File: src/rtl/gate_unit_pipe.sv
// gate_unit_pipe: registered bitwise gate unit with a 2-entry output/skid store; GATE_UNIT_COUNT_EN adds op_count
module gate_unit_pipe #(
    parameter int WIDTH = 8
) (
    input  logic             clk,
    input  logic             rst,
    input  logic             in_valid,
    output logic             in_ready,
    input  logic [WIDTH-1:0] a,
    input  logic [WIDTH-1:0] b,
    input  logic [WIDTH-1:0] c,
    input  logic [2:0]       op,
    output logic             out_valid,
    input  logic             out_ready,
    output logic [WIDTH-1:0] out
`ifdef GATE_UNIT_COUNT_EN
    ,
    output logic [15:0]      op_count
`endif
);
    typedef enum logic [1:0] {EMPTY, ONE, TWO} state_t;
    state_t state, state_nxt;
    logic [WIDTH-1:0] res, skid;
    logic accept, consume;
    assign accept  = in_valid & in_ready;
    assign consume = out_valid & out_ready;
    // bitwise result for the sampled op; op 110 uses c as a per-bit select
    always_comb begin
        case (op)
            3'b000:  res = a & b;
            3'b001:  res = a | b;
            3'b010:  res = a ^ b;
            3'b011:  res = ~(a & b);
            3'b100:  res = ~(a | b);
            3'b101:  res = ~(a ^ b);
            3'b110:  res = (a & b & ~c) | ((a | b) & c);
            default: res = a;
        endcase
    end
    // occupancy next state; accept cannot occur in TWO since in_ready is low there
    always_comb begin
        state_nxt = state;
        case (state)
            EMPTY:   state_nxt = accept ? ONE : EMPTY;
            ONE:     state_nxt = accept ? (consume ? ONE : TWO) : (consume ? EMPTY : ONE);
            default: state_nxt = consume ? ONE : TWO;
        endcase
    end
    // result is present whenever the store holds at least one entry
    always_comb out_valid = (state != EMPTY);
    // state, registered in_ready and the two data registers
    always_ff @(posedge clk or posedge rst) begin
        if (rst) begin
            state    <= EMPTY;
            in_ready <= 1'b0;
            out      <= '0;
            skid     <= '0;
        end else begin
            state    <= state_nxt;
            in_ready <= (state_nxt != TWO);
            if (accept && (state == EMPTY || (state == ONE && consume)))
                out <= res;
            else if (state == TWO && consume)
                out <= skid;
            if (accept && state == ONE && !consume)
                skid <= res;
        end
    end
`ifdef GATE_UNIT_COUNT_EN
    // count consumed results, wrapping naturally at 16 bits
    always_ff @(posedge clk or posedge rst) begin
        if (rst)
            op_count <= '0;
        else if (consume)
            op_count <= op_count + 16'd1;
    end
`endif
endmodule

File: config.mk
export PLATFORM = sky130hd
export DESIGN_NAME = gate_unit_pipe
export DESIGN_NICKNAME = d
export VERILOG_FILES = /design/src/rtl/gate_unit_pipe.sv
export SDC_FILE = /design/constraint.sdc
export NUM_CORES = 1
export LEC_CHECK = 0
export BUFFER_PORTS_ARGS = -buffer_cell sky130_fd_sc_hd__buf_2
export CAP_MARGIN = 20
export CORE_MARGIN = 8
export CORE_UTILIZATION = 55
export CTS_CLUSTER_SIZE = 25
export DETAILED_ROUTE_END_ITERATION = 6
export PLACE_DENSITY_LB_ADDON = 0.08
export SYNTH_ARGS = -nofsm -noshare
export SYNTH_HDL_FRONTEND = slang
export SYNTH_SLANG_ARGS = --single-unit
File: constraint.sdc
create_clock -name clk -period 2.7 [get_ports clk]
set_clock_uncertainty 0.2 [all_clocks]
set_input_delay 0.27 -clock clk [delete_from_list [all_inputs] [get_ports clk]]
set_output_delay 0.27 -clock clk [all_outputs]
set_load 0.01 [all_outputs]
Yosys cells after proc, flatten, opt, wreduce, memory -nomap -nowiden. Index checks and enable logic that the tools add are counted.

Bitwise logic cells: 12. Reductions and logical operators: 11. Multiplexer cells: 8. Equal/unequal tests: 9.

Operators with widths (count): $pmux W8 S7 (1); $not A8 Y8 (4); $and A8 B8 Y8 (3); $mux W8 (2); $or A8 B8 Y8 (2); $eq A3 B3 Y1 const B (3); $xor A8 B8 Y8 (1); $eq A3 B2 Y1 const B (2); $logic_and A1 B1 Y1 (5); $mux W2 (2); $pmux W2 S2 (1); $reduce_bool A2 Y1 (2); $eq A3 B1 Y1 const B (1); $logic_not A3 Y1 (1); $and A1 B1 Y1 (2); $eq A2 B1 Y1 const B (1); $eq A2 B2 Y1 const B (1); $logic_not A2 Y1 (1); $mux W1 (2); $ne A2 B2 Y1 const B (1); $logic_not A1 Y1 (1); $logic_or A1 B1 Y1 (1).

Register bits after elaboration: 19.

Depth between registers and ports, before layout. Gate-level depths: netlist (run 1).

Depth in word-level cells: 6. Mapped depth: 7. Depth with buffers taken out: 7.

Least setup slack after synthesis (run 1). No wires, ideal clock.

Path type: reg2reg. From: register state[1]. To: register in_ready. Required time: 2370 ps. Clock period less this slack: 1705 ps. Stages on the path, launching flop included: 6. Path slack: 995 ps. Data arrival time: 1374 ps. Cell sequence: dfrtp_1 or2_2 nand2_1 ha_1 a211oi_1 o21ai_0.

Word-level cells in the longest chain between the ends: 6. Elaborated cells on any way between the ends: 9. Those cells by class: eq/ne (2); mux (4); bitwise (1); reduce/logical (2).

Ends and longest elaborated chain: start, declared (RTL line 22) `state_t state, state_nxt;`; start signal, assigned (RTL line 59) `state <= state_nxt;`; $reduce_bool A2 Y1 (*) (RTL line 50) `always_comb out_valid = (state != EMPTY);`; net out_valid (RTL line 13) `output logic out_valid,`; $and A1 B1 Y1 (*) (RTL line 26) `assign consume = out_valid & out_ready;`; $mux W1 / $mux W2 (equally long branches) (RTL line 45, 46); $mux W2 (RTL line 45) `ONE: state_nxt = accept ? (consume ? ONE : TWO) : (consume ? EMPTY : ONE);`; $pmux W2 S2 (*) (RTL line 43) `case (state)`; $ne A2 B2 Y1 (*) (RTL line 60) `in_ready <= (state_nxt != TWO);`; end signal, assigned (RTL line 60); end, declared (RTL line 8) `output logic in_ready,`.

Mark *: on every way through the listed nets, which the timed path passes. The rest lies on a longest branch. A chain may end at the register's enable or synchronous reset.

Worst setup path in the final report (run 1).
From: register state[0]. To: register out[4].

Word-level cells in the longest chain between the ends: 6. Elaborated cells on any way between the ends: 11. Those cells by class: eq/ne (2); mux (1); bitwise (1); reduce/logical (7).

Ends and longest elaborated chain: $reduce_bool A2 Y1 (RTL line 50); $and A1 B1 Y1 (RTL line 26); $logic_and A1 B1 Y1 (RTL line 61) `if (accept && (state == EMPTY || (state == ONE && consume)))`; $logic_or A1 B1 Y1 (RTL line 61); $logic_and A1 B1 Y1 (RTL line 61); $mux W8 / $reduce_bool A2 Y1 (equally long branches); end signal, assigned (RTL line 62) `out <= res;`; end signal, assigned (RTL line 64) `out <= skid;`; end, declared (RTL line 15) `output logic [WIDTH-1:0] out`.

Several ways; a longest one is shown, not always the timed one.

==> results of run 1 <==
[kinds of logic after synthesis]
family	Yosys count	synth area share (%)
simple gates	57	17.9
mux	14	8.39
buf+inv	34	8.93
fa+ha+maj	17	11.7
flops	19	26.1
compound gates	69	26.9
[through the flow]
stage	hold slack, ns	util (%)	area, sq um	setup WS (ns)	instances
after global placement	0.209	61.7	2010	0.680	286
after CTS	0.108	62.8	2050	0.837	291
final	0.105	62.8	2050	0.855	291
after detailed placement	0.218	61.7	2010	0.674	286
after global routing	0.140	62.8	2050	0.707	291
after floorplan	0.0211	-	1820	0.995	210
[critical path, delay by kind of cell, from the launching register on]
kind / cells / cell delay [ns]
compound gates: 2 / 0.37
simple gates: 3 / 0.72
flops: 1 / 0.44
[Yosys cell counts (2+ instances only)]
cell and instances:
a21oi_1 23, inv_1 23, nand2_1 20, dfrtp_1 19, ha_1 17, mux2_2 9, nor2_1 9, a21o_1 8
nor2b_1 8, buf_2 7, a22o_1 6, nand3b_1 6, a311oi_1 5, nand2b_1 5, mux2i_1 4, a211oi_1 3
a22oi_1 3, buf_6 3, o211ai_2 3, o21ai_0 3, o2bb2ai_1 3, o211ai_1 2, o22ai_1 2
[worst min-delay path by stage]
| stage | to | slack (ns) | depth (start not counted) |
|---|---|---|---|
| global route | state[0] | 0.14 | 3 |
| CTS | state[0] | 0.11 | 3 |
| finish | state[0] | 0.10 | 3 |
| floorplan | in_ready | 0.02 | 1 |
| global placement | skid[2] | 0.21 | 2 |
| detailed placement | skid[2] | 0.22 | 2 |
[layout make-up]
cell class / count / area (sq um) / area share (%)
tap: 46 / 57.6 / 2.81
clock inverter: 1 / 5.00 / 0.244
timing repair buffer: 42 / 218 / 10.6
sequential: 19 / 475 / 23.2
inverter: 23 / 86.3 / 4.22
clock buffer: 3 / 22.5 / 1.10
multi-input combinational: 157 / 1180 / 57.8
[registers in the layout (all words and copies together), names as in the netlist]
| signal | flops |
|---|---|
| out | 8 |
| skid | 8 |
| state | 2 |
| in_ready | 1 |
[metal layers]
| metal | vias up | share of wire, % | global-route usage [%] |
|---|---|---|---|
| met1 | 715 | 48 | 18.6 |
| met3 | 5 | 4.1 | 2.86 |
| li1 | 818 | - | - |
| met2 | 28 | 47 | 25.2 |
| met5 | - | 0 | 0 |
| met4 | 0 | 1.5 | 5.99 |
[power breakdown]
part	internal [mW]	switching, mW
Sequential	0.425	0.0877
Clock	0.0554	0.0896
Combinational	0.306	0.319
==> flow_metrics.tcl, run 1 <==
set metrics [dict create \
    cts_resized 0 \
    cp-startpoint "state[0]" \
    start_util_pct 55.9 \
    syn_area_sq_um 1820 \
    worst_pin_slew_ns 0.722 \
    dr.pass1.iters 4 \
    die_area_sq_um 5410 \
    die-height_microns 73.5 \
    crit_required_ns 2.71 \
    io_pins 41 \
    post_cts_buffers 0 \
    cts_tree "yes" \
    status "finished clean" \
    grt_usage_pct 15.1 \
    ant_nets 0 \
    critPathLaunchType "flop" \
    numCtsBuffers 3 \
    htree_num_levels 1 \
    drive_above_1_share_pct 26.1 \
    port_buffers 40 \
    fin_setup_tns_ns 0 \
    antenna_found_initial 0 \
    synthFlopType "dfrtp_1" \
    fin_total_pwr_mw 1.28 \
    drc 0 \
    rsz0062_at_grt "no" \
    cpPeakStageDelay_ns 0.44 \
    drv_slew 0 \
    root_buffer "clkbuf_4" \
    finalNetCount 294 \
    r2r_cells 5 \
    hold_start "out_ready" \
    overflow 0 \
    critical_path.endpoint "out[4]" \
    avgSynthCellArea_sq_um 8.67 \
    cp_max_fo 10 \
    drv_cap 0 \
    syn_nets 258 \
    clk_pin_slew_ns 0.11 \
    setup_viol 0 \
    dr_total_vias 1566 \
    syn_inst 210 \
    min_period_ns 1.84 \
    rrSetupSlack_ns 0.86 \
    fmax_mhz 542 \
    insertion_delay_ns 0.30 \
    layout_commonest_cell "buf_2" \
    synth-edff-count 0 \
    area_delta_synth_final_pct 12.4 \
    critPathCaptureType "flop" \
    routed_via_density 5.38 \
    cts_buffer_depth 2 \
    synth_largest_area_cell "dfrtp_1" \
    antenna_cells 0 \
    cp.arrival_ns 1.85 \
    p_leak_nw 1.03 \
    finalCritPeriodShare_pct 68.3 \
    core-area_sq_um 3260 \
    worstPathCellList "nor2b_1, nor3_4, nor2_1, a22o_1, a21o_1" \
    yosysWarnings 0 \
    wirelength_microns 4000 \
    ir_drop_uv 511 \
    yosys-top-cells-area "dfrtp_1 (26%), ha_1 (12%), a21oi_1 (6.3%), mux2_2 (5.6%), inv_1 (4.7%)" \
    yosys_register_bits 19 \
    grt_pass1_vias 1472 \
    grt_max_degree 34 \
    slew_headroom_pct 51.8 \
    dp_hpwl_microns 3100 \
    rows 21 \
    ctsHoldBuffers 1 \
    post_drt_wl_per_cell_microns 13.8 \
    routabilityCongestion 0.783 \
    cp_slowest_cell "dfrtp_1" \
    r2r_start "state[0]" \
    yosysSeqAreaShare_pct 26.1 \
    n_fill_cell 316 \
    powerDensity_nw_per_um2 626 \
    hp-class "in2reg" \
    crit_type "reg2reg" \
    dieWidth_microns 73.5 \
    synth_top_area_share_pct 26.1 \
    clkSinkCount 19 \
    hold_viol 0 \
    drt_iter0_markers 83 \
    ys_types 42 \
    r2r_end "out[4]" \
    synthArstFlopShare_pct 100 \
    final_cell_mix "buf_2 (40), inv_1 (23), a21oi_1 (23)" \
    grt_pass1_wl_microns 6610 \
]
(Power assumes the default switching activity.)
==> inputs of run 2 (changes only) <==
Settings changed: CORE_UTILIZATION 55 to 49.
Clock period 2.7 ns to 1.61 ns, I/O delays scaled along.
==> run 2 against run 1 <==
  * Power is 98% higher
  * Largest cell class unchanged
  * Core utilization is 3.9 points higher
  * Flip-flop and latch count stayed put
==> flow_metrics.tcl, run 2 (synthesized netlist as in run 1, its figures left out) <==
set metrics [dict create \
    status "finished clean" \
    layout_commonest_cell "buf_2" \
    cp.arrival_ns 1.50 \
    die-height_microns 77.0 \
    clkSinkCount 19 \
    wirelength_microns 4370 \
    dr_total_vias 1749 \
    rows 22 \
    drv_slew 0 \
    rsz0062_at_grt "yes" \
    htree_num_levels 1 \
    instances_no_fill 329 \
    hp-class "in2reg" \
    numCtsBuffers 3 \
    cts_buffer_depth 2 \
    cts_tree "yes" \
    top_regs "out: 8 flops, skid: 8 flops, state: 2 flops" \
    routabilityCongestion 0.848 \
    hold_ws_ns 0.110 \
    port_buffers 40 \
    powerDensity_nw_per_um2 1060 \
    post_drt_wl_per_cell_microns 13.3 \
    drv_cap 0 \
    fin_setup_tns_ns 0 \
    antenna_cells 0 \
    routed_via_density 5.32 \
    placed_cells 323 \
    root_buffer "clkbuf_8" \
    crit_required_ns 1.55 \
    setup_viol 0 \
    grt_pass1_wl_microns 7390 \
    io_pins 41 \
    grt_pass1_vias 1716 \
    critPathCaptureType "flop" \
    grt_usage_pct 14.4 \
    worst_pin_slew_ns 0.408 \
    p_leak_nw 1.23 \
    hold_viol 0 \
    ir_drop_uv 977 \
    critPathLaunchType "flop" \
    overflow 0 \
    grt_max_degree 24 \
    clk_pin_slew_ns 0.07 \
    final_cell_mix "buf_2 (40), buf_4 (36), inv_1 (23), a21oi_1 (23), dfrtp_1 (19)" \
    core-area_sq_um 3610 \
    antenna_found_initial 0 \
    finalNetCount 330 \
    dr.pass1.iters 4 \
    ant_nets 0 \
    fmax_mhz 640 \
    fin_util_pct 66.7 \
    drc 0 \
    min_period_ns 1.56 \
    area_delta_synth_final_pct 32.2 \
    start_util_pct 50.5 \
    insertion_delay_ns 0.25 \
    drive_above_1_share_pct 38.1 \
    cp_max_fo 9 \
    dp_hpwl_microns 3470 \
    crit_type "reg2reg" \
    die_area_sq_um 5920 \
    dieWidth_microns 77.0 \
    slew_headroom_pct 72.8 \
    drt_iter0_markers 104 \
    fin_total_pwr_mw 2.54 \
    finalCritPeriodShare_pct 97.0 \
]
run 2: cell count changes in the layout (fill, tap and decap cells not counted), sizes merged:
cell	delta
buf	+36
run 2: critical path, cell delays in order (launching register included):
cell      delay (ns)
dfrtp_1         0.40
nand2b_1        0.20
nor3_4          0.16
buf_12          0.15
mux2_2          0.33
run 2: power by group:
group	switching (mW)	internal, mW
clock network	0.157	0.172
registers	0.137	0.715
logic	0.653	0.707
total	0.947	1.59
run 2: per-layer routing:
metal	global-route usage (%)	wire [microns]	vias up
met1	17.2	1970	818
li1	-	-	886
met3	3.50	194	2
met4	2.31	21	0
met5	0	0	-
met2	25.5	2190	43
run 2: worst paths after layout:
check	startpoint	endpoint	slack, ns	cells after the start
setup reg to reg	state[1]	skid[4]	0.05	4
min in group asynchronous	rst	skid[5]	0.28	4
hold / removal	a[7]	out[7]	0.11	3
hold reg to reg	skid[2]	out[2]	0.31	2
setup / recovery	state[1]	skid[4]	0.05	4
max in group asynchronous	rst	state[0]	0.73	4
run 2: area by class of cell:
type	count	area [sq um]
Multi-Input combinational cell	157	1240
Clock inverter	1	5.00
Inverter	23	86.3
Clock buffer	3	41.3
Sequential cell	19	475
Timing Repair Buffer	78	500
Fill cell	336	1200
Tap cell	48	60.1
run 2: repair_timing:
item	CTS	global route
endpoints found under the hold margin	19	0
resized for setup	5	3
cloned	0	0
endpoints found under the setup margin	2	10
pin swaps	5	3
setup buffers	1	0
hold buffers	1	0
run 2: through the flow:
stage          cell area, sq um  setup WS, ns
2_1_floorplan              1840       -0.0655
3_3_place_gp               2310        -0.136
3_5_place_dp               2310        -0.174
4_1_cts                    2390      -0.00402
5_1_grt                    2410       -0.0275
6_report                   2410        0.0481
==> inputs of run 3 (changes only) <==
Settings changed: CORE_UTILIZATION 49 to 55.
Clock period 1.61 ns to 1.6 ns, I/O delays scaled along.
==> run 3 against run 2 <==
  * Clock power is 26% lower
  * Highest routed layer unchanged
  * Largest power group unchanged
  * Routed wire length rose by 5.1%
  * Flip-flop and latch count unchanged
==> flow_metrics.tcl, run 3 (synthesized netlist as in run 1, its figures left out) <==
set metrics [dict create \
    globalRouteMet2Util_pct 28.3 \
    intPower_mw 1.69 \
    busiest_layer "met2" \
    holdPathEnd "out[7]" \
    grt_usage_pct 17.2 \
    start_util_pct 55.9 \
    place_ws_ns -0.144 \
    worst_pin_slew_ns 0.400 \
    p_leak_nw 1.26 \
    finalCritPeriodShare_pct 99.8 \
    dpl_cell_area_sq_um 2320 \
    port_buffers 40 \
    p_sw_share_pct 37.5 \
    drv_cap 0 \
    grt_use_met3_pct 3.55 \
    clk_pin_slew_ns 0.10 \
    final_cell_mix "buf_2 (40), buf_4 (37), inv_1 (23), a21oi_1 (23), nand2_1 (18)" \
    wirelength_microns 4600 \
    switching_power_mw 1.01 \
    placed_cells 319 \
    hold_ws_ns 0.0546 \
    power_frac_seq_pct 32.9 \
    layout_commonest_cell "buf_2" \
    hold_depth 3 \
    dp_hpwl_microns 3460 \
    min_period_ns 1.60 \
    root_buffer "clkbuf_4" \
    met1_usage_pct 22.3 \
    rows 21 \
    cp_max_fo 5 \
    rsz0062_at_grt "yes" \
    powerDensity_nw_per_um2 1090 \
    drv_slew 0 \
    antenna_found_initial 0 \
    slew_headroom_pct 73.3 \
    core-area_sq_um 3260 \
    cp.arrival_ns 1.59 \
    critPathCaptureType "flop" \
    insertion_delay_ns 0.30 \
    hold_start "a[7]" \
    dr_total_vias 1774 \
    overflow 0 \
    clkSinkCount 19 \
    setup_viol 0 \
    register_area_sq_um 478 \
    grt_pass1_wl_microns 7560 \
    finalNetCount 333 \
    io_pins 41 \
    cts_buffer_depth 2 \
    hp-class "in2reg" \
    rrSetupSlack_ns 0.004 \
    drt_iter0_markers 96 \
    ant_nets 0 \
    multi_input_area_sq_um 1270 \
    r2r_end "in_ready" \
    area_delta_synth_final_pct 35.6 \
    crit_required_ns 1.59 \
    hold_viol 0 \
    grt_pass1_vias 1711 \
    htree_num_levels 1 \
    post_drt_wl_per_cell_microns 13.9 \
    drc 0 \
    antenna_cells 0 \
    finalWorstSetupSlack_ns 0.00363 \
    die_area_sq_um 5410 \
    final_cell_area_sq_um 2470 \
    clockPowerShare_pct 9.0 \
    status "finished clean" \
    fmax_mhz 626 \
    cts_tree "yes" \
    drive_above_1_share_pct 39.8 \
    dieWidth_microns 73.5 \
    critPathLaunchType "flop" \
    routed_via_density 5.38 \
    r2r_cells 5 \
    pwr-share-comb_pct 58.1 \
    grt_max_degree 20 \
    dr.pass1.iters 4 \
    routabilityCongestion 0.876 \
    r2r_start "state[0]" \
    n_fill_cell 258 \
    top_regs "out: 8 flops, skid: 8 flops, state: 2 flops" \
    die-height_microns 73.5 \
    numCtsBuffers 3 \
    ir_drop_uv 1040 \
    crit_type "reg2reg" \
    instances_no_fill 330 \
]
-- run 3: cell types whose count changed in the layout (fill, tap and decap cells not counted), moves of 2 or more --
cell / previous run / this run
mux2_2: 9 / 4
buf_12: 1 / 3
clkbuf_8: 3 / 0
clkbuf_4: 0 / 3
dfrtp_1: 19 / 17
mux2_4: 0 / 6
dfrtp_2: 0 / 2
-- run 3: timing repair --
action | CTS | global route
endpoints found under the hold margin | 19 | 0
buffers inserted | 1 | 5
hold buffers | 1 | 0
pin swaps | 4 | 7
endpoints found under the setup margin | 8 | 15
resized for setup | 4 | 12
-- run 3: worst max-delay path by stage --
| stage | startpoint | end | slack (ns) | cells past startpoint |
|---|---|---|---|---|
| floorplan | state[1] | skid[2] | -0.009 | 3 |
| global placement | a[2] | skid[2] | -0.13 | 7 |
| detailed placement | a[6] | skid[6] | -0.14 | 8 |
| CTS | state[0] | in_ready | -0.04 | 5 |
| global route | state[0] | in_ready | -0.06 | 5 |
| finish | state[0] | in_ready | 0.004 | 5 |
-- run 3: routing by layer --
metal | up-vias | wire, microns
met2 | 38 | 2250
met3 | 4 | 242
met4 | 0 | 44
met5 | - | 0
li1 | 903 | -
met1 | 829 | 2060
-- run 3: worst max-delay path, stage by stage, from the launching register on --
cell,delay [ns]
dfrtp_2,0.46
or2_4,0.26
nand2_4,0.07
ha_4,0.20
a211oi_4,0.21
o21ai_1,0.08
-- run 3: layout make-up --
type	instances	share of cell area, %
inverters	23	3.50
well taps	46	2.33
multi-input cells	157	51.5
flip-flops and latches	19	19.4
clock buffers	4	1.06
repair buffers	81	22.2
-- run 3: power groups by stage --
stage,logic [mW],registers (mW),clock network [mW]
after floorplan,0.772,0.904,0
after global placement,1.27,0.872,0
after detailed placement,1.30,0.876,0
after CTS,1.35,0.870,0.244
after global routing,1.72,0.910,0.269
final,1.57,0.887,0.243
-- run 3: per-stage QoR --
step           power (mW)  utilization, %  TNS [ns]
2_1_floorplan        1.68               -   -0.0438
3_3_place_gp         2.14            71.3     -1.05
3_5_place_dp         2.17            71.3     -1.43
4_1_cts              2.47            73.2    -0.207
5_1_grt              2.90            75.8    -0.445
6_report             2.70            75.8         0
